<file path="src/rtl/dpctrl_pkg.sv">
// Shared types and encodings for the datapath sequencer: opcodes, FSM states,
// ALU op codes, write-source select, and the strobe bundle decoded per state.
package dpctrl_pkg;

  typedef enum logic [1:0] {
    OP_LOAD = 2'b00,
    OP_SHL  = 2'b01,
    OP_PACK = 2'b10,
    OP_STEP = 2'b11
  } op_e;

  typedef enum logic [2:0] {
    S_IDLE,
    S_WR,
    S_LDA,
    S_PACK,
    S_CMP,
    S_STEP,
    S_DONE
  } state_e;

  localparam logic [1:0] ALU_SHL  = 2'b00;
  localparam logic [1:0] ALU_SHL1 = 2'b01;
  localparam logic [1:0] ALU_PACK = 2'b10;
  localparam logic [1:0] ALU_SUBH = 2'b11;

  localparam logic RSEL_IN  = 1'b0;
  localparam logic RSEL_ALU = 1'b1;

  typedef struct packed {
    logic       rsel;
    logic       w;
    logic [1:0] Rw;
    logic [1:0] Rr;
    logic       loadA;
    logic [1:0] aluop;
    logic       loadN;
    logic       busy;
    logic       done;
  } strobes_t;

  // Moore decode; the N-dependent aluop bit in S_STEP is added by the top.
  function automatic strobes_t decodeStrobes(state_e s, op_e op, logic [1:0] dst, logic [1:0] src);
    strobes_t o;
    o = '0;
    o.busy = (s != S_IDLE);
    case (s)
      S_WR: begin
        o.w    = 1'b1;
        o.Rw   = dst;
        o.rsel = (op == OP_SHL) ? RSEL_ALU : RSEL_IN;
        o.Rr   = (op == OP_SHL) ? src : 2'b00;
        o.aluop = ALU_SHL;
      end
      S_LDA: begin
        o.loadA = 1'b1;
        o.Rr    = src;
      end
      S_PACK: begin
        o.Rr    = dst;
        o.aluop = ALU_PACK;
        o.rsel  = RSEL_ALU;
        o.w     = 1'b1;
        o.Rw    = dst;
      end
      S_CMP: begin
        o.Rr    = dst;
        o.aluop = ALU_SUBH;
        o.loadN = 1'b1;
      end
      S_STEP: begin
        o.Rr    = dst;
        o.Rw    = dst;
        o.rsel  = RSEL_ALU;
        o.w     = 1'b1;
        o.aluop = ALU_SHL;
      end
      S_DONE:  o.done = 1'b1;
      default: o = '0;
    endcase
    return o;
  endfunction

endpackage

</file>
<file path="src/rtl/dpctrl_if.sv">
// Command handshake plus datapath strobe bundle between a command source,
// the sequencer (slave side) and the register-file/ALU datapath.
interface dpctrl_if #(parameter int ITER_W = 4) ();
  logic              start;
  logic [1:0]        op;
  logic [1:0]        dst;
  logic [1:0]        src;
  logic [ITER_W-1:0] iter;
  logic              N;
  logic              rsel;
  logic              w;
  logic [1:0]        Rw;
  logic [1:0]        Rr;
  logic              loadA;
  logic [1:0]        aluop;
  logic              loadN;
  logic              busy;
  logic              done;
  logic              err;

  modport slave (
    input  start, op, dst, src, iter, N,
    output rsel, w, Rw, Rr, loadA, aluop, loadN, busy, done, err
  );

  modport master (
    output start, op, dst, src, iter, N,
    input  rsel, w, Rw, Rr, loadA, aluop, loadN, busy, done, err
  );
endinterface

</file>
<file path="src/rtl/dpctrl_iter_cnt.sv">
// Loadable down-counter for STEP repeats; saturates at zero and flags it.
module dpctrl_iter_cnt #(
  parameter int ITER_W = 4
) (
  input  logic              clk,
  input  logic              reset,
  input  logic              load,
  input  logic              dec,
  input  logic [ITER_W-1:0] loadVal,
  output logic [ITER_W-1:0] count,
  output logic              zero
);

  assign zero = (count == '0);

  always_ff @(posedge clk) begin
    if (reset)
      count <= '0;
    else if (load)
      count <= loadVal;
    else if (dec && !zero)
      count <= count - 1'b1;
  end

endmodule

</file>
<file path="src/rtl/datapath_ctrl.sv">
// Sequencer driving the 4x16 register-file/ALU datapath from LOAD/SHL/PACK/STEP commands.
// Define DPCTRL_ERR_EN to enable the sticky protocol-error flag (otherwise err is tied 0).
module datapath_ctrl
  import dpctrl_pkg::*;
#(
  parameter int ITER_W = 4
) (
  input logic     clk,
  input logic     reset,
  dpctrl_if.slave bus
);

  state_e            state, stateNext;
  op_e               opReg, opNext;
  logic [1:0]        dstReg, dstNext;
  logic [1:0]        srcReg, srcNext;
  strobes_t          outReg;
  logic              cntLoad;
  logic              cntDec;
  logic              cntZero;
  logic              lastIter;
  logic [ITER_W-1:0] cnt;

  dpctrl_iter_cnt #(.ITER_W(ITER_W)) iterCnt (
    .clk    (clk),
    .reset  (reset),
    .load   (cntLoad),
    .dec    (cntDec),
    .loadVal(bus.iter),
    .count  (cnt),
    .zero   (cntZero)
  );

  // The step that brings the counter to zero is the last one.
  assign lastIter = cntZero || (cnt == ITER_W'(1));
  assign cntDec   = (state == S_STEP);

  always_comb begin
    stateNext = state;
    opNext    = opReg;
    dstNext   = dstReg;
    srcNext   = srcReg;
    cntLoad   = 1'b0;
    case (state)
      S_IDLE: begin
        if (bus.start) begin
          opNext  = op_e'(bus.op);
          dstNext = bus.dst;
          srcNext = bus.src;
          cntLoad = 1'b1;
          case (op_e'(bus.op))
            OP_LOAD, OP_SHL: stateNext = S_WR;
            OP_PACK:         stateNext = S_LDA;
            default:         stateNext = (bus.iter == '0) ? S_DONE : S_LDA;
          endcase
        end
      end
      S_WR, S_PACK: stateNext = S_DONE;
      S_LDA:        stateNext = (opReg == OP_PACK) ? S_PACK : S_CMP;
      S_CMP:        stateNext = S_STEP;
      S_STEP:       stateNext = lastIter ? S_DONE : S_CMP;
      S_DONE:       stateNext = S_IDLE;
      default:      stateNext = S_IDLE;
    endcase
  end

  // Strobes are registered from the next state so they line up with the state they belong to.
  always_ff @(posedge clk) begin
    if (reset) begin
      state  <= S_IDLE;
      opReg  <= OP_LOAD;
      dstReg <= 2'b00;
      srcReg <= 2'b00;
      outReg <= '0;
    end else begin
      state  <= stateNext;
      opReg  <= opNext;
      dstReg <= dstNext;
      srcReg <= srcNext;
      outReg <= decodeStrobes(stateNext, opNext, dstNext, srcNext);
    end
  end

  assign bus.rsel  = outReg.rsel;
  assign bus.w     = outReg.w;
  assign bus.Rw    = outReg.Rw;
  assign bus.Rr    = outReg.Rr;
  assign bus.loadA = outReg.loadA;
  assign bus.loadN = outReg.loadN;
  assign bus.busy  = outReg.busy;
  assign bus.done  = outReg.done;
  // N is only captured by the datapath at the edge entering S_STEP, so it is folded in here.
  assign bus.aluop = outReg.aluop | {1'b0, (state == S_STEP) && bus.N};

`ifdef DPCTRL_ERR_EN
  logic errReg;

  always_ff @(posedge clk) begin
    if (reset)
      errReg <= 1'b0;
    else if (bus.start && (outReg.busy ||
             (op_e'(bus.op) == OP_STEP && bus.iter == '0)))
      errReg <= 1'b1;
  end

  assign bus.err = errReg;
`else
  assign bus.err = 1'b0;
`endif

endmodule

</file>
<file path="src/flat_wrapper.sv">
// flat-port wrapper written by rule: the top's interface ports become plain ports
module datapath_ctrl_flat import dpctrl_pkg::*;
#(
  parameter int ITER_W = 4
)
  (clk, reset, bus_start, bus_op, bus_dst, bus_src, bus_iter, bus_N, bus_rsel, bus_w, bus_Rw, bus_Rr, bus_loadA, bus_aluop, bus_loadN, bus_busy, bus_done, bus_err);
  dpctrl_if #(.ITER_W(ITER_W)) bus_i ();
  input logic clk;
  input logic reset;
  input wire logic [$bits(bus_i.start)-1:0] bus_start;
  input wire logic [$bits(bus_i.op)-1:0] bus_op;
  input wire logic [$bits(bus_i.dst)-1:0] bus_dst;
  input wire logic [$bits(bus_i.src)-1:0] bus_src;
  input wire logic [$bits(bus_i.iter)-1:0] bus_iter;
  input wire logic [$bits(bus_i.N)-1:0] bus_N;
  output wire logic [$bits(bus_i.rsel)-1:0] bus_rsel;
  output wire logic [$bits(bus_i.w)-1:0] bus_w;
  output wire logic [$bits(bus_i.Rw)-1:0] bus_Rw;
  output wire logic [$bits(bus_i.Rr)-1:0] bus_Rr;
  output wire logic [$bits(bus_i.loadA)-1:0] bus_loadA;
  output wire logic [$bits(bus_i.aluop)-1:0] bus_aluop;
  output wire logic [$bits(bus_i.loadN)-1:0] bus_loadN;
  output wire logic [$bits(bus_i.busy)-1:0] bus_busy;
  output wire logic [$bits(bus_i.done)-1:0] bus_done;
  output wire logic [$bits(bus_i.err)-1:0] bus_err;
  assign bus_i.start = bus_start;
  assign bus_i.op = bus_op;
  assign bus_i.dst = bus_dst;
  assign bus_i.src = bus_src;
  assign bus_i.iter = bus_iter;
  assign bus_i.N = bus_N;
  assign bus_rsel = bus_i.rsel;
  assign bus_w = bus_i.w;
  assign bus_Rw = bus_i.Rw;
  assign bus_Rr = bus_i.Rr;
  assign bus_loadA = bus_i.loadA;
  assign bus_aluop = bus_i.aluop;
  assign bus_loadN = bus_i.loadN;
  assign bus_busy = bus_i.busy;
  assign bus_done = bus_i.done;
  assign bus_err = bus_i.err;
  datapath_ctrl #(.ITER_W(ITER_W)) u_core (.clk(clk), .reset(reset), .bus(bus_i));
endmodule
</file>
<file path="config.mk">
export PLATFORM = sky130hd
export DESIGN_NAME = datapath_ctrl_flat
export DESIGN_NICKNAME = d
export VERILOG_FILES = /design/src/rtl/dpctrl_pkg.sv /design/src/rtl/dpctrl_if.sv /design/src/rtl/dpctrl_iter_cnt.sv /design/src/rtl/datapath_ctrl.sv /design/src/flat_wrapper.sv
export SDC_FILE = /design/constraint.sdc
export NUM_CORES = 1
export LEC_CHECK = 0
export CORE_AREA = 2 2 57 59
export DETAILED_ROUTE_END_ITERATION = 7
export DIE_AREA = 0 0 59 61
export GPL_TIMING_DRIVEN = 0
export PLACE_DENSITY = 0.73
export SLEW_MARGIN = 20
export SYNTH_ARGS = -nofsm -noshare
export SYNTH_HDL_FRONTEND = slang
export SYNTH_HIERARCHICAL = 1
export SYNTH_SLANG_ARGS = --single-unit
</file>
<file path="constraint.sdc">
create_clock -name clk -period 5.45 [get_ports clk]
set_clock_uncertainty 0.05 [all_clocks]
set_input_delay 0.545 -clock clk [delete_from_list [all_inputs] [get_ports clk]]
set_output_delay 0.545 -clock clk [all_outputs]
set_load 0.05 [all_outputs]
</file>
== Yosys cells after proc, flatten, opt, wreduce, memory -nomap -nowiden ==
Index checks and enable logic that the tools add are counted.
Storage, ports and cells
  register bits after elaboration: 25
  bits in latches: 0
  RAM bits: 0
  memory bits (read-only): 0
  bits of input ports: 14
  output and inout port bits: 13
  word-level logic and storage cells: 73
  memories kept: 0
Cells by class
  add/sub/neg operators: 1
  multiply operators: 0
  divide/modulo/power cells: 0
  $lt $le $gt $ge: 0
  equal/unequal tests: 16
  shifts and indexed selects: 0
  multiplexer cells: 24
  bitwise operators: 2
  reductions and logical operators: 16
Operator list (count)
  2-bit two-way mux: 8
  3-bit == test (second input constant): 5
  3-bit case mux with 5 select lines: 1
  3-bit by 2-bit == test with 1-bit output (second input constant): 4
  3-bit two-way mux: 3
  4-bit logical NOT: 2
  4-bit two-way mux: 2
  4-bit case mux with 2 select lines: 1
  2-bit OR reduction: 4
  3-bit by 1-bit == test with 1-bit output (second input constant): 2
  1-bit two-way mux: 6
  2-bit case mux with 3 select lines: 1
  3-bit case mux with 2 select lines: 1
  6-bit OR reduction: 1
  2-bit by 1-bit == test with 1-bit output (second input constant): 2
  2-bit == test (second input constant): 2
  4-bit by 1-bit == test with 1-bit output (second input constant): 1
  2-bit case mux with 2 select lines: 1
  4-bit by 1-bit subtractor with 4-bit output (second input constant): 1
  3-bit logical NOT: 1
  3-bit nonzero test: 1
  3-bit OR reduction: 1
  1-bit logical AND: 2
  2-bit logical NOT: 1
  other kinds (5): 5

== Longest topological paths before layout ==
Gate-level depths: netlist (run 1).
  depth after elaboration: 9
  depth in mapped cells: 7
  gate-level depth less buffers: 7

== By module ==
The synthesis (run 1) kept the hierarchy.
By module, submodules not included
  datapath_ctrl: times used 1, cells an instance 96, area each 879.6 um^2, sequential area each 380.4 um^2
  dpctrl_iter_cnt: times used 1, cells an instance 29, area each 262.8 um^2, sequential area each 80.1 um^2

== Least setup slack after synthesis (run 1) ==
Ideal clock, no wire load.
  path type: reg2out
  start point: register u_core.state[0]
  end point: output bus_aluop[0]
  arrival: 1.836 ns
  data required time: 4.855 ns
  path slack: 3.019 ns
  cell stages (with the launch flop): 4
  path buffers: 1
  cell sequence: dfxtp_1 clkbuf_1 nor3b_1 a21o_1
Between the ends
  cells in the longest elaborated chain, start to end: 3
RTL lines
  start: declaration: RTL line datapath_ctrl.sv:13  | state_e state, stateNext;
  start signal: assignment: RTL line datapath_ctrl.sv:76  | state <= stateNext;
  3-bit == test
  named net u_core.cntDec: RTL line datapath_ctrl.sv:19  | logic cntDec;
  1-bit logical AND: RTL line datapath_ctrl.sv:93  | assign bus.aluop = outReg.aluop | {1'b0, (state == S_STEP) && bus.N};
  2-bit by 1-bit bitwise OR with 2-bit output: RTL line datapath_ctrl.sv:93
  end: declaration: RTL line flat_wrapper.sv:21  | output wire logic [$bits(bus_i.aluop)-1:0] bus_aluop;
The timed path passes the listed nets, and every way through them passes these cells.

== Final worst setup path (run 1) ==
Ends and elaborated chain as after synthesis.

==> results_dict.tcl, run 1 <==
set metrics [dict create \
    dp_slack_ps 2170 \
    rsz0062_at_grt "no" \
    grt_max_degree 14 \
    yosys.area.top_type_share_pct 40.3 \
    required_ps 4860 \
    r2r_end "u_core/iterCnt/count[3]$_SDFFE_PP0P_" \
    vias 993 \
    grt_pass1_vias 976 \
    cts.reportedPaths.clkPinSlew_ps 130 \
    portBuffers 25 \
    die_area_um2 3600 \
    multi_input_area_um2 586 \
    ff2ff_path_depth 5 \
    cts-root-buf "clkbuf_4" \
    grt_util_all_layers_pct 15.1 \
    die_h_um 61 \
    synth.top_cells.by_count "dfxtp_1, nor2_1, inv_1, a21oi_1" \
    yosys.area.top_type "dfxtp_1" \
    coreArea_um2 2950 \
    holdWs_ps 472 \
    syn-instance-count 125 \
    slowest_delay_ps 800 \
    max-slew-margin-rel_pct 56.9 \
    critPathLaunch "u_core/state[0]$_SDFF_PP0_" \
    slew_violations 0 \
    path_delay_family "buffers and inverters" \
    antenna_found_initial 0 \
    final_hold_viol_count 0 \
    vdd_drop_max_mv 0.179 \
    cp-end-kind "primary output" \
    grt_pass1_wl_mm 4.15 \
    htree_levels 1 \
    drt.antenna.violating_nets 0 \
    cts_resized 0 \
    fin_util_pct 49.7 \
    r2r_slack_ps 3230 \
    syn_nets 140 \
    crit_end "bus_aluop[0]" \
    synth_area_per_cell_um2 9.14 \
    leakagePower_nw 0.551 \
    synth.most_common_cell "dfxtp_1" \
    cts.sinks 23 \
    fin_ws_ps 2150 \
    rr_startpoint "u_core/state[0]$_SDFF_PP0_" \
    critPathBufInv 2 \
    critPathSlowestCell "clkdlybuf4s50_1" \
    rows 20 \
    tritoncts "yes" \
    numCtsBuffers 3 \
    drive_gt1_share_pct 13.6 \
    dieWidth_um 59 \
    drt-initial-drc-count 35 \
    pin_count 27 \
    synth-edff-count 0 \
    avgRoutedWirePerCell_um 13.1 \
    ys.flop_type "dfxtp_1" \
    fin_nets 170 \
    start_kind "flop" \
    seq_area_um2 460 \
    max_clock_freq_ghz 0.303 \
    hold_class "reg -> reg" \
    yosysUniqueCellTypes 43 \
    drc 0 \
    synthArstFlopShare_pct 0 \
    postRouteWirelength_mm 2.44 \
    ctsHoldBuffers 0 \
    path_max_fanout 10 \
    ys_seq_elements 23 \
    cp_num_cells 4 \
    dp_hpwl_mm 1.90 \
    gp_congestion 0.846 \
    yosysWarnings 6 \
    status "finished clean" \
    fin_tns_setup_ps 0 \
    gr-total-overflow 0 \
    powerDensity_nw_per_um2 364 \
    worstPathArrival_ps 2700 \
    postCtsSetupRepairBufs 0 \
    clkLatencyLatePin_ps 310 \
    area_delta_synth_final_pct 28.4 \
    whs_path_depth 2 \
    synthTopCellsByArea "dfxtp_1, nor2_1, buf_4" \
    drv_cap 0 \
    crit_type "reg -> out" \
    syn-cell-area_um2 1140 \
    crit_chain "clkbuf_1 -> nor3b_2 -> a21o_1 -> clkdlybuf4s50_1" \
    tightest_slew_ps 644 \
    initial_core_util_pct 38.7 \
    fin_crit_ps 3300 \
    ys_seq_area_share_pct 40.3 \
    fill_cells 310 \
    first_pass_iters 4 \
    min_period_over_period_pct 60.5 \
    setup_violations 0 \
    n_antenna_cell 0 \
    vias_per_cell 5.31 \
    clock_path_buffers 2 \
]
through the flow:
stage          total power [mW]  std cells  cell area (µm²)
6_report                  0.534        187             1470
5_1_grt                   0.570        187             1470
4_1_cts                   0.537        187             1460
3_5_place_dp              0.458        183             1430
3_3_place_gp              0.451        183             1430
2_1_floorplan             0.392        125             1140
worst min-delay path by stage:
stage,end,slack [ps],from
finish,u_core/opReg[1]$_SDFF_PP0_,470,u_core/opReg[1]$_SDFF_PP0_
global route,u_core/opReg[1]$_SDFF_PP0_,500,u_core/opReg[1]$_SDFF_PP0_
CTS,u_core/opReg[1]$_SDFF_PP0_,470,u_core/opReg[1]$_SDFF_PP0_
detailed placement,u_core/opReg[1]$_SDFF_PP0_,460,u_core/opReg[1]$_SDFF_PP0_
global placement,u_core/opReg[1]$_SDFF_PP0_,440,u_core/opReg[1]$_SDFF_PP0_
floorplan,u_core/opReg[1]$_SDFF_PP0_,410,u_core/opReg[1]$_SDFF_PP0_
worst register-to-register path, delay by kind of cell, from the launching register on:
| family | cells | cell delay [ps] |
|---|---|---|
| DFF | 1 | 430 |
| buffers and inverters | 1 | 340 |
| muxes | 1 | 220 |
| AOI/OAI and AO/OA | 1 | 80 |
| and+or+nand+nor | 2 | 970 |
cell type report:
cell class / count / area share (%)
Multi-Input combinational cell: 83 / 39.9
Clock inverter: 1 / 0.341
Inverter: 9 / 2.30
Clock buffer: 3 / 1.54
Timing Repair Buffer: 25 / 17.1
Buffer: 10 / 4.61
Tap cell: 33 / 2.82
Sequential cell: 23 / 31.4
cell usage in the layout (no fill, tap or decap), types with 2 or more instances in the layout:
cell type and n:
and2_1 3, dfxtp_1 23, inv_1 9, a311oi_1 2
buf_4 6, a21oi_1 7, nand2_1 6, nand3_1 4
clkbuf_4 3, clkbuf_1 3, nor2_1 16, a221o_1 2
clkdlybuf4s50_1 25, o21bai_1 2, o21ai_0 2, nand2b_1 2
nor3b_1 2, nor3_1 2, a211oi_1 3, mux2i_1 4
a21o_1 2
kinds of logic after synthesis:
group | share of synthesized area, %
adder cells (fa/ha/maj) | 1.10
flip-flops | 40.3
other | 0.328
AO/OA/AOI/OAI | 21.4
buffers and inverters | 8.87
AND/OR/NAND/NOR | 24.5
multiplexers | 3.51
power by group:
| group | leakage, nW | internal [mW] | switching (mW) |
|---|---|---|---|
| Sequential | 0.189 | 0.196 | 0.0195 |
| Clock | 0.0177 | 0.0274 | 0.0510 |
| Combinational | 0.345 | 0.0990 | 0.142 |
| Total | 0.551 | 0.322 | 0.212 |
registers in the layout, summed over array words and instances, names as in the netlist:
register,cells
u_core/bus.done,1
u_core/dstReg,2
u_core/bus.w,1
u_core/outReg,2
u_core/opReg,2
u_core/bus.loadA,1
u_core/bus.loadN,1
u_core/bus.Rr,2
u_core/bus.busy,1
u_core/state,3
u_core/bus.Rw,2
u_core/iterCnt/count,4
u_core/bus.rsel,1
layer usage:
metal	GRT usage (%)	share of wire, %
met5	0	0
met4	8.12	3.0
met3	3.20	4.3
met2	25.2	48
met1	18.2	45
Power figures use the tool's default switching activity.
==> run 2: changes to the inputs <==
Clock period 5.45 ns to 3.1 ns, I/O delays scaled along.
==> run 2 against run 1 <==
Critical path depth stayed put. Non-clock buffer count unchanged. Wire length is 0.70% lower. Critical endpoint unchanged.
==> results_dict.tcl, run 2 (same netlist as run 1, synthesis figures left out) <==
set metrics [dict create \
    initial_core_util_pct 38.7 \
    rows 20 \
    status "finished clean" \
    path_max_fanout 10 \
    gp_congestion 0.846 \
    grt_util_all_layers_pct 15.1 \
    tritoncts "yes" \
    antenna_found_initial 0 \
    numCtsBuffers 3 \
    vias_per_cell 5.38 \
    required_ps 2740 \
    mostFrequentLayoutCells "clkdlybuf4s50_1, dfxtp_1, nor2_1" \
    drc 0 \
    cp-end-kind "primary output" \
    clkLatencyLatePin_ps 310 \
    critPathBufInv 2 \
    hold_class "reg -> reg" \
    tightest_slew_ps 611 \
    powerDensity_nw_per_um2 640 \
    multi_input_area_um2 592 \
    drt.antenna.violating_nets 0 \
    grt_pass1_wl_mm 4.17 \
    die_area_um2 3600 \
    gr-total-overflow 0 \
    min_period_over_period_pct 93.5 \
    fin_crit_ps 2900 \
    n_antenna_cell 0 \
    reg.largest.list "u_core/iterCnt/count (4), u_core/state (3)" \
    start_kind "flop" \
    clock_path_buffers 2 \
    slowest_delay_ps 800 \
    critPathSlowestCell "clkdlybuf4s50_1" \
    fin_nets 170 \
    max_clock_freq_ghz 0.345 \
    cts.reportedPaths.clkPinSlew_ps 130 \
    htree_levels 1 \
    cts.sinks 23 \
    crit_type "reg -> out" \
    first_pass_iters 4 \
    coreArea_um2 2950 \
    largest_reg_flops 4 \
    area_delta_synth_final_pct 28.9 \
    seq_area_um2 460 \
    final_common_cell "clkdlybuf4s50_1" \
    portBuffers 25 \
    regMostFlops "u_core/iterCnt/count" \
    fin_util_pct 49.9 \
    fill_cells 310 \
    vdd_drop_max_mv 0.314 \
    drt-initial-drc-count 28 \
    dieWidth_um 59 \
    setup_violations 0 \
    drv_cap 0 \
    path_delay_family "buffers and inverters" \
    worstPathArrival_ps 2540 \
    max-slew-margin-rel_pct 58.7 \
    fin_tns_setup_ps 0 \
    cts-root-buf "clkbuf_4" \
    crit_chain "clkbuf_1 -> nor3b_4 -> a21o_1 -> clkdlybuf4s50_1" \
    pin_count 27 \
    drive_gt1_share_pct 13.6 \
    grt_pass1_vias 977 \
    final_hold_viol_count 0 \
    dp_hpwl_mm 1.90 \
    grt_max_degree 14 \
    leakagePower_nw 0.553 \
    rsz0062_at_grt "no" \
    vias 1006 \
    die_h_um 61 \
    avgRoutedWirePerCell_um 13.0 \
    postRouteWirelength_mm 2.43 \
    slew_violations 0 \
]
## run 2: area by class of cell
cell class | instances | area share [%]
multi-input cells | 83 | 40.2
inverters | 9 | 2.29
repair buffers | 25 | 17.0
well taps | 33 | 2.80
plain buffers | 10 | 4.59
clock inverters | 1 | 0.340
clock buffers | 3 | 1.53
flip-flops and latches | 23 | 31.3
## run 2: where the power goes
| group | internal [mW] | switching (mW) | leakage, nW |
|---|---|---|---|
| sequential | 0.344 | 0.0348 | 0.189 |
| combinational | 0.175 | 0.250 | 0.347 |
| clock | 0.0481 | 0.0891 | 0.0177 |
## run 2: worst min-delay path, stage by stage, from the launching register on
cell and delay [ps]:
dfxtp_1 360, nand2b_1 70, a21oi_1 60
## run 2: routing by layer
| layer | share of wire, % | global-route usage, % | vias to the layer above |
|---|---|---|---|
| met5 | 0 | 0 | - |
| met4 | 3.1 | 8.12 | 0 |
| met3 | 5.6 | 3.20 | 8 |
| met2 | 48 | 25.2 | 31 |
| met1 | 44 | 18.3 | 470 |
| li1 | - | - | 497 |
## run 2: metrics by stage
stage | std cells | area (µm²) | hold slack, ps | total power [mW] | setup WS, ps
2_1_floorplan | 125 | 1140 | 322 | 0.689 | 904
3_3_place_gp | 183 | 1430 | 438 | 0.794 | 71.4
3_5_place_dp | 183 | 1430 | 455 | 0.806 | 56.5
4_1_cts | 187 | 1470 | 473 | 0.946 | 56.9
5_1_grt | 187 | 1470 | 501 | 1.01 | 19.7
6_report | 187 | 1470 | 474 | 0.942 | 202
## run 2: repair_timing
item	4_1_cts	5_1_grt
buffers inserted	0	0
hold buffers	0	0
setup endpoints to repair	1	1
hold endpoints to repair	0	0
gates resized for setup	1	1
## run 2: final timing paths
| check | slack (ps) | cells past startpoint | from | end |
|---|---|---|---|---|
| setup / recovery | 200 | 4 | u_core/state[0]$_SDFF_PP0_ | bus_aluop[0] |
| setup reg to reg | 1040 | 5 | u_core/state[0]$_SDFF_PP0_ | u_core/iterCnt/count[3]$_SDFFE_PP0P_ |
| hold reg to reg | 470 | 2 | u_core/opReg[1]$_SDFF_PP0_ | u_core/opReg[1]$_SDFF_PP0_ |
| hold / removal | 470 | 2 | u_core/opReg[1]$_SDFF_PP0_ | u_core/opReg[1]$_SDFF_PP0_ |
